`src/rtl/trace_unpacker.sv`:
```
// trace_unpacker: consumer end of the 3-lane retire trace packet.
// Whole retire packets are buffered in a DEPTH-entry FIFO and replayed as
// one instruction record per cycle over a valid/ready stream. Retire cannot
// stall, so a packet that finds the FIFO full is dropped whole and counted.
// Optional feature: define RV_TRACE_TIMESTAMP_EN to add out_timestamp, a
// free-running TS_W cycle counter sampled into each entry at push time.
`timescale 1ns/1ps
module trace_unpacker #(
   parameter int DEPTH = 4,
   parameter int CNT_W = 16,
   parameter int TS_W  = 32
) (
   input  logic             clk,
   input  logic             rst,
   input  logic [2:0]       trace_rv_i_valid_ip,
   input  logic [95:0]      trace_rv_i_insn_ip,
   input  logic [95:0]      trace_rv_i_address_ip,
   input  logic [2:0]       trace_rv_i_exception_ip,
   input  logic [4:0]       trace_rv_i_ecause_ip,
   input  logic [2:0]       trace_rv_i_interrupt_ip,
   input  logic [31:0]      trace_rv_i_tval_ip,
   output logic             out_valid,
   input  logic             out_ready,
   output logic [1:0]       out_lane,
   output logic [31:0]      out_insn,
   output logic [31:0]      out_addr,
   output logic             out_exception,
   output logic             out_interrupt,
   output logic [4:0]       out_ecause,
   output logic [31:0]      out_tval,
`ifdef RV_TRACE_TIMESTAMP_EN
   output logic [TS_W-1:0]  out_timestamp,
`endif
   output logic             fifo_empty,
   output logic             overflow,
   output logic [CNT_W-1:0] drop_cnt,
   input  logic             clr_overflow
);

   localparam int AW = $clog2(DEPTH);
   localparam logic [AW:0] FULL_CNT = (AW+1)'(DEPTH);

   // Lowest remaining lane of a packet mask; records leave in lane order.
   function automatic logic [1:0] low_lane(input logic [2:0] mask);
      if (mask[0])      return 2'd0;
      else if (mask[1]) return 2'd1;
      else if (mask[2]) return 2'd2;
      else              return 2'd0;
   endfunction

   // Select the 32-bit word of one lane from a 3-lane packed field.
   function automatic logic [31:0] lane_word(input logic [95:0] bus, input logic [1:0] lane);
      case (lane)
         2'd1:    return bus[63:32];
         2'd2:    return bus[95:64];
         default: return bus[31:0];
      endcase
   endfunction

   // Saturating increment for the drop counter.
   function automatic logic [CNT_W-1:0] sat_inc(input logic [CNT_W-1:0] val);
      if (&val) return val;
      else      return val + 1'b1;
   endfunction

   // Per-entry control (mask) and payload storage.
   logic [2:0]  mask_mem   [DEPTH];
   logic [95:0] insn_mem   [DEPTH];
   logic [95:0] addr_mem   [DEPTH];
   logic [2:0]  exc_mem    [DEPTH];
   logic [2:0]  intr_mem   [DEPTH];
   logic [4:0]  ecause_mem [DEPTH];
   logic [31:0] tval_mem   [DEPTH];

   logic [AW-1:0] rd_ptr;
   logic [AW-1:0] wr_ptr;
   logic [AW:0]   count;

   logic [2:0] head_mask;
   logic [1:0] head_lane;
   logic [2:0] lane_bit;
   logic [2:0] rest_mask;
   logic       handshake;
   logic       pop;
   logic       push_req;
   logic       push;
   logic       drop;

   // Head-of-queue decode and push/pop/drop decisions.
   always_comb begin
      head_mask = mask_mem[rd_ptr];
      head_lane = low_lane(head_mask);
      lane_bit  = 3'b001 << head_lane;
      rest_mask = head_mask & ~lane_bit;
      out_valid = (count != '0);
      fifo_empty = (count == '0);
      handshake = out_valid & out_ready;
      pop       = handshake & (rest_mask == 3'b000);
      push_req  = |trace_rv_i_valid_ip;
      // A full FIFO still accepts when the head retires its last lane now.
      push      = push_req & ((count != FULL_CNT) | pop);
      drop      = push_req & ~push;
   end

   // Record fields from the head entry; everything reads zero while empty.
   always_comb begin
      out_lane      = 2'd0;
      out_insn      = 32'd0;
      out_addr      = 32'd0;
      out_exception = 1'b0;
      out_interrupt = 1'b0;
      out_ecause    = 5'd0;
      out_tval      = 32'd0;
      if (out_valid) begin
         out_lane      = head_lane;
         out_insn      = lane_word(insn_mem[rd_ptr], head_lane);
         out_addr      = lane_word(addr_mem[rd_ptr], head_lane);
         out_exception = |(exc_mem[rd_ptr] & lane_bit);
         out_interrupt = |(intr_mem[rd_ptr] & lane_bit);
         // Shared cause/tval belong only to the lane that trapped.
         if (out_exception || out_interrupt) begin
            out_ecause = ecause_mem[rd_ptr];
            out_tval   = tval_mem[rd_ptr];
         end
      end
   end

   // Pointers, occupancy and lane masks; a push into the popping slot wins.
   always_ff @(posedge clk or posedge rst) begin
      if (rst) begin
         rd_ptr <= '0;
         wr_ptr <= '0;
         count  <= '0;
         for (int i = 0; i < DEPTH; i++) mask_mem[i] <= 3'b000;
      end else begin
         if (handshake) mask_mem[rd_ptr] <= rest_mask;
         if (push) begin
            mask_mem[wr_ptr] <= trace_rv_i_valid_ip;
            wr_ptr           <= wr_ptr + 1'b1;
         end
         if (pop) rd_ptr <= rd_ptr + 1'b1;
         case ({push, pop})
            2'b10:   count <= count + 1'b1;
            2'b01:   count <= count - 1'b1;
            default: count <= count;
         endcase
      end
   end

   // Payload capture; storage is qualified by the masks so needs no reset.
   always_ff @(posedge clk) begin
      if (push) begin
         insn_mem[wr_ptr]   <= trace_rv_i_insn_ip;
         addr_mem[wr_ptr]   <= trace_rv_i_address_ip;
         exc_mem[wr_ptr]    <= trace_rv_i_exception_ip;
         intr_mem[wr_ptr]   <= trace_rv_i_interrupt_ip;
         ecause_mem[wr_ptr] <= trace_rv_i_ecause_ip;
         tval_mem[wr_ptr]   <= trace_rv_i_tval_ip;
      end
   end

   // Sticky overflow and saturating drop count; a drop beats a clear.
   always_ff @(posedge clk or posedge rst) begin
      if (rst) begin
         overflow <= 1'b0;
         drop_cnt <= '0;
      end else if (drop) begin
         overflow <= 1'b1;
         drop_cnt <= clr_overflow ? CNT_W'(1) : sat_inc(drop_cnt);
      end else if (clr_overflow) begin
         overflow <= 1'b0;
         drop_cnt <= '0;
      end
   end

`ifdef RV_TRACE_TIMESTAMP_EN
   logic [TS_W-1:0] ts_cnt;
   logic [TS_W-1:0] ts_mem [DEPTH];

   // Free-running cycle counter, wraps naturally.
   always_ff @(posedge clk or posedge rst) begin
      if (rst) ts_cnt <= '0;
      else     ts_cnt <= ts_cnt + 1'b1;
   end

   // Each accepted packet records the counter value of its push cycle.
   always_ff @(posedge clk) begin
      if (push) ts_mem[wr_ptr] <= ts_cnt;
   end

   assign out_timestamp = out_valid ? ts_mem[rd_ptr] : '0;
`endif

endmodule

```
`config.mk`:
```
export PLATFORM = sky130hd
export DESIGN_NAME = trace_unpacker
export DESIGN_NICKNAME = d
export VERILOG_FILES = /design/src/rtl/trace_unpacker.sv
export SDC_FILE = /design/constraint.sdc
export NUM_CORES = 1
export LEC_CHECK = 0
export ABC_AREA = 1
export CELL_PAD_IN_SITES_DETAIL_PLACEMENT = 1
export CELL_PAD_IN_SITES_GLOBAL_PLACEMENT = 1
export CORE_UTILIZATION = 52
export CTS_BUF_LIST = sky130_fd_sc_hd__clkbuf_4 sky130_fd_sc_hd__clkbuf_8
export DETAILED_ROUTE_END_ITERATION = 6
export PLACE_DENSITY_LB_ADDON = 0.12
export SLEW_MARGIN = 30
export SYNTH_ARGS = -nofsm -noshare
export SYNTH_HDL_FRONTEND = slang
export SYNTH_SLANG_ARGS = --single-unit
```
`constraint.sdc`:
```
create_clock -name clk -period 12.2 [get_ports clk]
set_clock_uncertainty 0.15 [all_clocks]
set_input_delay 2.44 -clock clk [delete_from_list [all_inputs] [get_ports clk]]
set_output_delay 2.44 -clock clk [all_outputs]
set_load 0.05 [all_outputs]
```
# Word level (Yosys, flattened, before mapping)
# Memories as Yosys holds them, arrays and structs flattened.
# Index checks and enable logic that the tools add are counted.
# op_classes
addsub	5
n_lt_le_gt_ge	4
eq_ne	6
shift	1
n_mux	34
n_bitwise	12
reduce_logical	13
# ops
operator	n
$mux 32	4
$pmux 32 s2	2
$mux 16	4
$bwmux 12	2
$mux 12	2
$add 16x1->16 const B	1
$reduce_and 16->1	1
$demux 3 s2	2
$mux 3	4
$mux 5	2
$and 3x3->3	3
$reduce_or 3->1	3
$mux 2	4
$bmux 3 s2	1
$ge 3x3->1 const B	2
$logic_not 3->1	2
$lt 3x1->1 const B	2
$mux 1	6
$not 2->3	2
$pmux 3 s2	1
$add 2x1->2 const B	2
$and 1x1->1	4
$eq 2x1->1 const B	2
$eq 2x2->1 const B	2
13 further kinds	15
# totals
ff_bits	36
mem_bits_rw	940
input_bits	242
out_inout_bits	124
word_cells	90
mem_count	6
# memory_table
memory	depth	width	read_ports	rd_clocked_by_memory_dff	write_ports	line	text
addr_mem	4	96	1	0	1	69	logic [95:0] addr_mem [DEPTH];
insn_mem	4	96	1	0	1	68	logic [95:0] insn_mem [DEPTH];
tval_mem	4	32	1	0	1	73	logic [31:0] tval_mem [DEPTH];
ecause_mem	4	5	1	0	1	72	logic [4:0] ecause_mem [DEPTH];
exc_mem	4	3	1	0	1	70	logic [2:0] exc_mem [DEPTH];
intr_mem	4	3	1	0	1	71	logic [2:0] intr_mem [DEPTH];

# Logic depth before layout (Yosys ltp)
# logic_depth
depth_word	18
mapped_depth	14
mapped_depth_nobuf	13

# Worst setup path after synthesis
# Ideal clock, no wire load.
# synth_timing
kind	input -> register
startpoint	input out_ready
endpoint	register mask_mem[0] (netlist name)
setup_ns	0.421
arrival_ns	9.253
setup_slack_ns	2.376
cell_stages	7
n_path_buf	0
cell_sequence	nand2_1 -> nor2_2 -> nand2_4 -> nand2_1 -> nand2_2 -> nor2_2 -> o21ai_0
# synth_via
elab_chain_cells	5
# synth_lines
item	line	text
from (decl)	23	input logic out_ready,
$and 1x1->1 *	97	handshake = out_valid & out_ready;
$and 1x1->1	98	pop = handshake & (rest_mask == 3'b000);
$or 1x1->1	101	push = push_req & ((count != FULL_CNT) | pop);
$and 1x1->1	101	
$mux 12 *	137	if (push) begin
to (signal, indexed assignment)	136	if (handshake) mask_mem[rd_ptr] <= rest_mask;
to (signal, indexed assignment)	138	mask_mem[wr_ptr] <= trace_rv_i_valid_ip;
to (decl)	67	logic [2:0] mask_mem [DEPTH];
# Every way passes the cells marked *; elsewhere a longest branch is shown, timed or not.
# A chain may end at the register's enable or synchronous reset.

# Worst setup path after layout
# layout_timing
startpoint	register rd_ptr[0]
endpoint	output out_tval[10]
# layout_via
elab_chain_cells	13
# layout_lines
item	line	text
from (decl)	75	logic [AW-1:0] rd_ptr;
from (signal assigned)	141	if (pop) rd_ptr <= rd_ptr + 1'b1;
$not 2->3 (implied by the code)	91	head_mask = mask_mem[rd_ptr];
$bmux 3 s2	91	
$mux 3 (implied by the code) (2 in a row)	91	
$mux 2	47	else if (mask[2]) return 2'd2;
$mux 2	46	else if (mask[1]) return 2'd1;
$mux 2	45	if (mask[0]) return 2'd0;
$shl 1x2->3	93	lane_bit = 3'b001 << head_lane;
$and 3x3->3 (on tied branches)	118, 119	
$reduce_or 3->1 (on tied branches)	118, 119	
$logic_or 1x1->1	121	if (out_exception || out_interrupt) begin
$mux 32 *	121	
$mux 32 *	114	if (out_valid) begin
to (decl)	30	output logic [31:0] out_tval,
# Every way passes the cells marked *; elsewhere a longest branch is shown, timed or not. The select of a mux whose other input is x is not followed.

==> key figures <==
Setup path
  • R2r setup slk: 6920 ps
  • CP required: 9610 ps
  • Worst setup path class: flip-flop to primary output
  • Startpoint types: flip-flop
  • WP data arrival: 5920 ps
  • Critical path peak fanout: 284
  • Endpoint class of the critical path: primary output

CTS
  • Deepest clock path buffer count: 3
  • H-tree depth: 4
  • PostCTS Resize Cnt: 0
  • Clk root buf: clkbuf_8
  • Post-CTS setup buffer count: 0
  • CTS Hold Buffers Added: 0
  • Worst-path clk slew: 60 ps
  • CTS Buf Count: 162
  • CTS tree: done
  • Worst-Skew Late Latency: 800 ps
  • Sink Count: 976

Cells and area
  • Final Instance Area: around 47000 µm²
  • Area Growth Syn to Fin: 19.4%
  • Final net count: 3652
  • Multi-input gate area: between 8000 and 9000 µm²
  • Fillers: 7210
  • Register area: 29100 µm²
  • Layout cells sized above 1: about a tenth

Die
  • Row count: 99
  • Die area: approximately 76000 µm²
  • DIE HEIGHT: 276 µm
  • Die X: 276 µm
  • Core ar.: 73600 µm²
  • # IOs: 366
  • Initial Utilization: a little over half

Timing
  • Max Slew Vio Count: 0
  • Fmax: about 0.12 GHz
  • Worst Tran Pin Value: 1010 ps
  • Period Utilization, post-route: 69.8%
  • Setup Viol. Count Final: 0
  • Setup TNS: 0 ps
  • Rel. slew slack: roughly 33%
  • Final Hold Viols: 0
  • RSZ-0062 raised after global routing: false
  • Min cycle time layout: 8510 ps

GRT
  • GR Util All Layers: 29.1%
  • Initial antenna violation count: 39
  • Vias in the first global route: around 28000
  • Global Route met1 Usage: 35.5%
  • First-pass GRT wire length: 164 mm
  • Largest net degree at the start of global routing: 285
  • Routing usage on met3: between 7 and 8%
  • Most crowded layer after global routing: met2
  • Met2 usage: 49.5%
  • Gr ovfl total: 0

Routing
  • Drt total wl: around 110 mm
  • Initial drt markers: 2020
  • TritonRoute pass-1 iters: 5
  • Drt via density: about 5.8
  • DR WL/cell: 24.8 µm
  • Drt drc: 0
  • Final ANT Viol Nets: 0
  • Routed vias: 26300

Logic synthesis
  • Post-synthesis register bit count: 976
  • Top-count cell post-synth: edfxtp_1
  • Syn Inst Count: 3040
  • Fraction of registers with async set/reset: 3.69%
  • Number of synthesized flops with an enable pin: 940
  • Synth area leader: edfxtp_1
  • Distinct cells, synth: 38
  • Post-Syn Area: 39000 µm²
  • Post-synth top cells: edfxtp_1, nor2_1, o21ai_0
  • Synth area leaders: edfxtp_1, nor2_1, o21ai_0
  • Syn nets: 3292
  • Main synth FF type: edfxtp_1
  • Synth top area share: between 70% and 80%
  • Syn_area_per_cell: about 13 µm²
  • Sequential-to-total area share from yosys stat: 74.8%
  • Warnings, synthesis: 0

Place
  • Final Wtd Congestion: 0.832
  • IO Port Bufs: 365
  • Post-Place Cell Area: 43300 µm²
  • Hpwl dp: around 66 mm

Run status
  • Outcome: complete, no violations

Hold path
  • Hold Path Class: flip-flop to flip-flop

Job
  • Max-cap viol count: 0
-- cell families (layout without fill, tap and decap cells) --
group | count (synthesis) | count (layout) | synth area share (%)
buffers and inverters | 234 | 721 | 2.88
other | 0 | 28 | 0
adders and majority gates | 10 | 10 | 0.340
and+or+nand+nor | 1025 | 1025 | 10.5
DFF | 976 | 976 | 74.8
AOI/OAI and AO/OA | 782 | 782 | 11.2
xor gates and xnor gates | 13 | 13 | 0.292
-- cell usage in the layout, fill, tap and decap left out, types with 28 or more instances in the layout --
cell type,n
clkbuf_4,61
clkdlybuf4s50_1,365
a21boi_1,28
a21oi_1,77
inv_1,29
o22ai_1,160
o21ai_0,429
nor3_1,30
diode_2,28
nand2_1,266
clkbuf_8,162
nand3_1,64
dfrtp_1,34
edfxtp_1,940
o21ai_1,48
nor2_1,628
clkinv_1,32
-- state kept, by name, summed over array words and instances, names as in the netlist --
register and count:
tval_mem 128, intr_mem 12, ecause_mem 20, mask_mem 12, exc_mem 12, wr_ptr 2
overflow 1, addr_mem 384, drop_cnt 16, insn_mem 384, rd_ptr 2, count 3
-- worst paths after layout --
kind	from	endpoint	cells past startpoint
min	count[0]$_DFFE_PP0P_	count[0]$_DFFE_PP0P_	1
max in group asynchronous	rst	rd_ptr[1]$_DFFE_PP0P_	3
max reg2reg	rd_ptr[0]$_DFFE_PP0P_	insn_mem[3][57]$_DFFE_PP_	13
min in group asynchronous	rst	mask_mem[2]$_DFF_PP0_	3
min reg2reg	count[0]$_DFFE_PP0P_	count[0]$_DFFE_PP0P_	1
max	rd_ptr[0]$_DFFE_PP0P_	out_tval[10]	10
-- per-layer routing --
layer	routed length [µm]	share of wire (%)	vias up
met1	42600	38	13300
met4	3320	3.0	28
met3	7770	6.9	218
met2	57900	52	813
met5	176	0.16	-
li1	-	-	11900
-- metrics by stage --
stage                     std cells  hold slack [ps]  worst slack [ps]  utilization, %
after CTS                      4486              374              3010            63.1
after global routing           4504              400              3170            63.2
after floorplan                3040              314              2380               -
after global placement         4191              334              3370            58.6
after detailed placement       4195              363              3950            58.8
final                          4514              373              3690            63.2
-- critical path, cell delays in order (launching register included) --
cell and delay (ps):
dfrtp_4 700, clkinv_16 440, buf_4 840, buf_6 720, o21ai_0 220, o22ai_1 170
nand2_1 80, nand3_1 100, nand2_2 490, a21boi_1 390, clkdlybuf4s50_1 850
-- final cells by class --
class                      count  area share (%)
antenna                       28           0.151
clock buffer                 223            5.78
clock inverter                68            1.08
inverter                      35           0.360
multi-input combinational   1830            18.8
sequential                   976            62.6
tap                          959            2.58
timing repair buffer         395            8.63
Power is left out: the tool's default activity adds up to more than one toggle a clock period on the data nets, which glitch-free logic cannot reach.
==> edit, RTL diff (config.mk and constraints unchanged) <==
The parameter `DEPTH` goes from 4 to 8.
--- a/src/rtl/trace_unpacker.sv
+++ b/src/rtl/trace_unpacker.sv
@@ -6,7 +6,7 @@
 // free-running TS_W cycle counter sampled into each entry at push time.
 `timescale 1ns/1ps
 module trace_unpacker #(
-   parameter int DEPTH = 4,
+   parameter int DEPTH = 8,
    parameter int CNT_W = 16,
    parameter int TS_W  = 32
 ) (
Formal check against the unedited RTL: same outputs for any inputs over 4 cycles, from zero or initial values and one cycle with rst high; that may be too few to reach the edited logic, so the function may still have changed.
==> edit against the unedited design <==
  * Cell count up 57%
  * Sequential cell count up 955
  * Synthesized area is 83% higher
  * Design area up 78%
  * Setup slack got worse by 0.39 ns
  * Wire length grew 91%
  * Critical endpoint is now out_tval[31]
Power is not shown: default switching activity piles up to over one toggle a cycle in this logic, so the estimate is an artifact.
==> edit: results (changes against the unedited design) <==
Logic synthesis
  • YS warnings: 0 (unchanged)
  • Syn Inst Count: 4551 (+50%)
  • Post-synth top flop: edfxtp_1
  • Leading area contributor after synthesis: edfxtp_1
  • Register area share after synthesis: 80.8% (+6.0 points)
  • Top cells by area, synth: edfxtp_1 79%, o22ai_1 5.6%, nor2_1 3.7%
  • Number of synthesized flops with an enable pin: 1880 (+100%)
  • Synth top cells by count: 1880 x edfxtp_1, 698 x nor2_1, 642 x o22ai_1, 227 x nand2_1, 169 x buf_2
  • Synthesized Nets: 4799 (+46%)
  • Distinct cells, synth: 48 (+26%)
  • Post-synth ARST share: 2.64% (-1.0 points)

Worst hold path
  • Hold Crit Endpoint: count[3]
  • Worst Hold Class: reg2reg
  • Hold_sp: count[3]
  • Hold path depth: 2 (+1)

Worst setup path
  • Setup slack, reg-to-reg: 6.62 ns (-0.30 ns)
  • Worst path slowest cell: clkdlybuf4s50_1
  • CP arrival: 6.31 ns (+0.39 ns)
  • Peak fanout along the critical path: 37 (-87%)
  • Worst R2R End: insn_mem[6][71]
  • R2R Path Start: rd_ptr[0]
  • Largest stage delay, worst path: 0.73 ns (-0.12 ns)
  • R2R cell count: 12 (-1)

CTS
  • Clock-pin slew on the worst setup and hold paths: 0.06 ns (about the same)
  • Latest clock arrival within the worst-skew pair: 0.96 ns (+0.16 ns)
  • Number of buffers created by CTS: 325 (+100%)
  • H-tree lvl count: 5 (+1)
  • Post-CTS setup buffer count: 0 (unchanged)
  • Root buf cell: clkbuf_8
  • Resized Gates After CTS: 0 (unchanged)
  • Clock Tree Buf Depth: 4 (+1)

Global routing
  • Initial antenna violation count: 43 (+10%)
  • Largest net degree at the start of global routing: 124 (-56%)
  • First-pass GRT wire length: 310 mm (+89%)
  • Vias in the first global route: 46365 (+67%)
  • Total Routing Usage GR: 30.5% (+1.3 points)

Place
  • IO buf count: 365 (unchanged)
  • Pre-CTS WS: 4.32 ns (+0.375 ns)
  • GP Congestion: 0.789 (-5.1%)
  • Dpl hpwl: 115 mm (+74%)
  • Placed cells: 6515 (+55%)

Status
  • Outcome: completed

Routing
  • Post-DRT Antenna Nets: 0 (unchanged)
  • Via count: 44004 (+68%)
  • Detailed Routing Iterations Pass 1: 5 (unchanged)
  • DR WL/cell: 30.0 um (+21%)
  • Number of DRC markers in iteration 0: 3885 (+92%)
  • WL final: 213 mm (+91%)

Finish
  • Layout cells sized above 1: 13.1% (+3.8 points)
  • Top Registers: addr_mem x768, insn_mem x768, tval_mem x256
  • Fill count: 12365 (+71%)
  • Final #Nets: 5312 (+45%)

STA
  • Final hold vios: 0 (unchanged)
  • Slew @ Worst Pin: 1.07 ns (+0.0557 ns)
  • Worst hold slack: 0.335 ns (-0.0376 ns)
-- edit: cell count changes after synthesis, moves of 62 or more --
| cell | before | now |
|---|---|---|
| o22ai_1 | 160 | 642 |
| nor2_1 | 628 | 698 |
| or2_2 | 2 | 84 |
| buf_2 | 68 | 169 |
| edfxtp_1 | 940 | 1880 |
| a21oi_1 | 77 | 5 |
| nor3_1 | 30 | 92 |
| o21ai_0 | 429 | 119 |
-- edit: final cells by class --
class	instances	area, um2	area share, %
clock buffer	447	5430	6.55
tap	1781	2230	2.69
inverter	75	288	0.347
timing repair buffer	435	4450	5.36
clock inverter	94	458	0.552
multi-input combinational	2296	12300	14.8
sequential	1931	57700	69.6
antenna	32	80.1	0.0965
-- edit: worst max path at each step --
stage                                 startpoint        endpoint  slack (ns)  cells after the start
after global routing                   rd_ptr[0]    out_tval[29]        3.06                     16
after global placement                 rd_ptr[0]    out_tval[31]        4.47                     16
after detailed placement               rd_ptr[0]    out_tval[29]        4.32                     16
after floorplan           trace_rv_i_valid_ip[0]  addr_mem[2][0]        4.91                      6
after CTS                              rd_ptr[0]    out_tval[29]        3.23                     16
final                                  rd_ptr[0]    out_tval[31]        3.30                     16
-- edit: cell families after synthesis --
logic type / after synthesis / share of synthesized area (%)
XOR/XNOR: 12 / 0.147
adder cells (fa/ha/maj): 6 / 0.116
AND/OR/NAND/NOR: 1318 / 8.16
AO/OA/AOI/OAI: 960 / 8.70
flip-flops: 1931 / 80.8
buffers and inverters: 324 / 2.08
-- edit: stage by stage --
step                      utilization (%)  cell area, um2
final                                61.0           83000
after global routing                 61.0           82900
after global placement               56.6           76900
after floorplan                         -           71500
after CTS                            60.9           82800
after detailed placement             56.6           76900
-- edit: worst max-delay path: cells and delay by family (launching register included) --
kind | cells | cell delay [ns]
flops | 1 | 0.68
buf+inv | 5 | 2.15
simple gates | 11 | 2.30
-- edit: metal layers --
metal  up-vias  part of all wire (%)  global-route usage (%)
met5         -                 0.082                       0
met4        28                   2.6                    9.93
met3       387                   7.5                    5.54
met2      1748                    49                    50.2
met1     23061                    41                    41.2
li1      18780                     -                       -
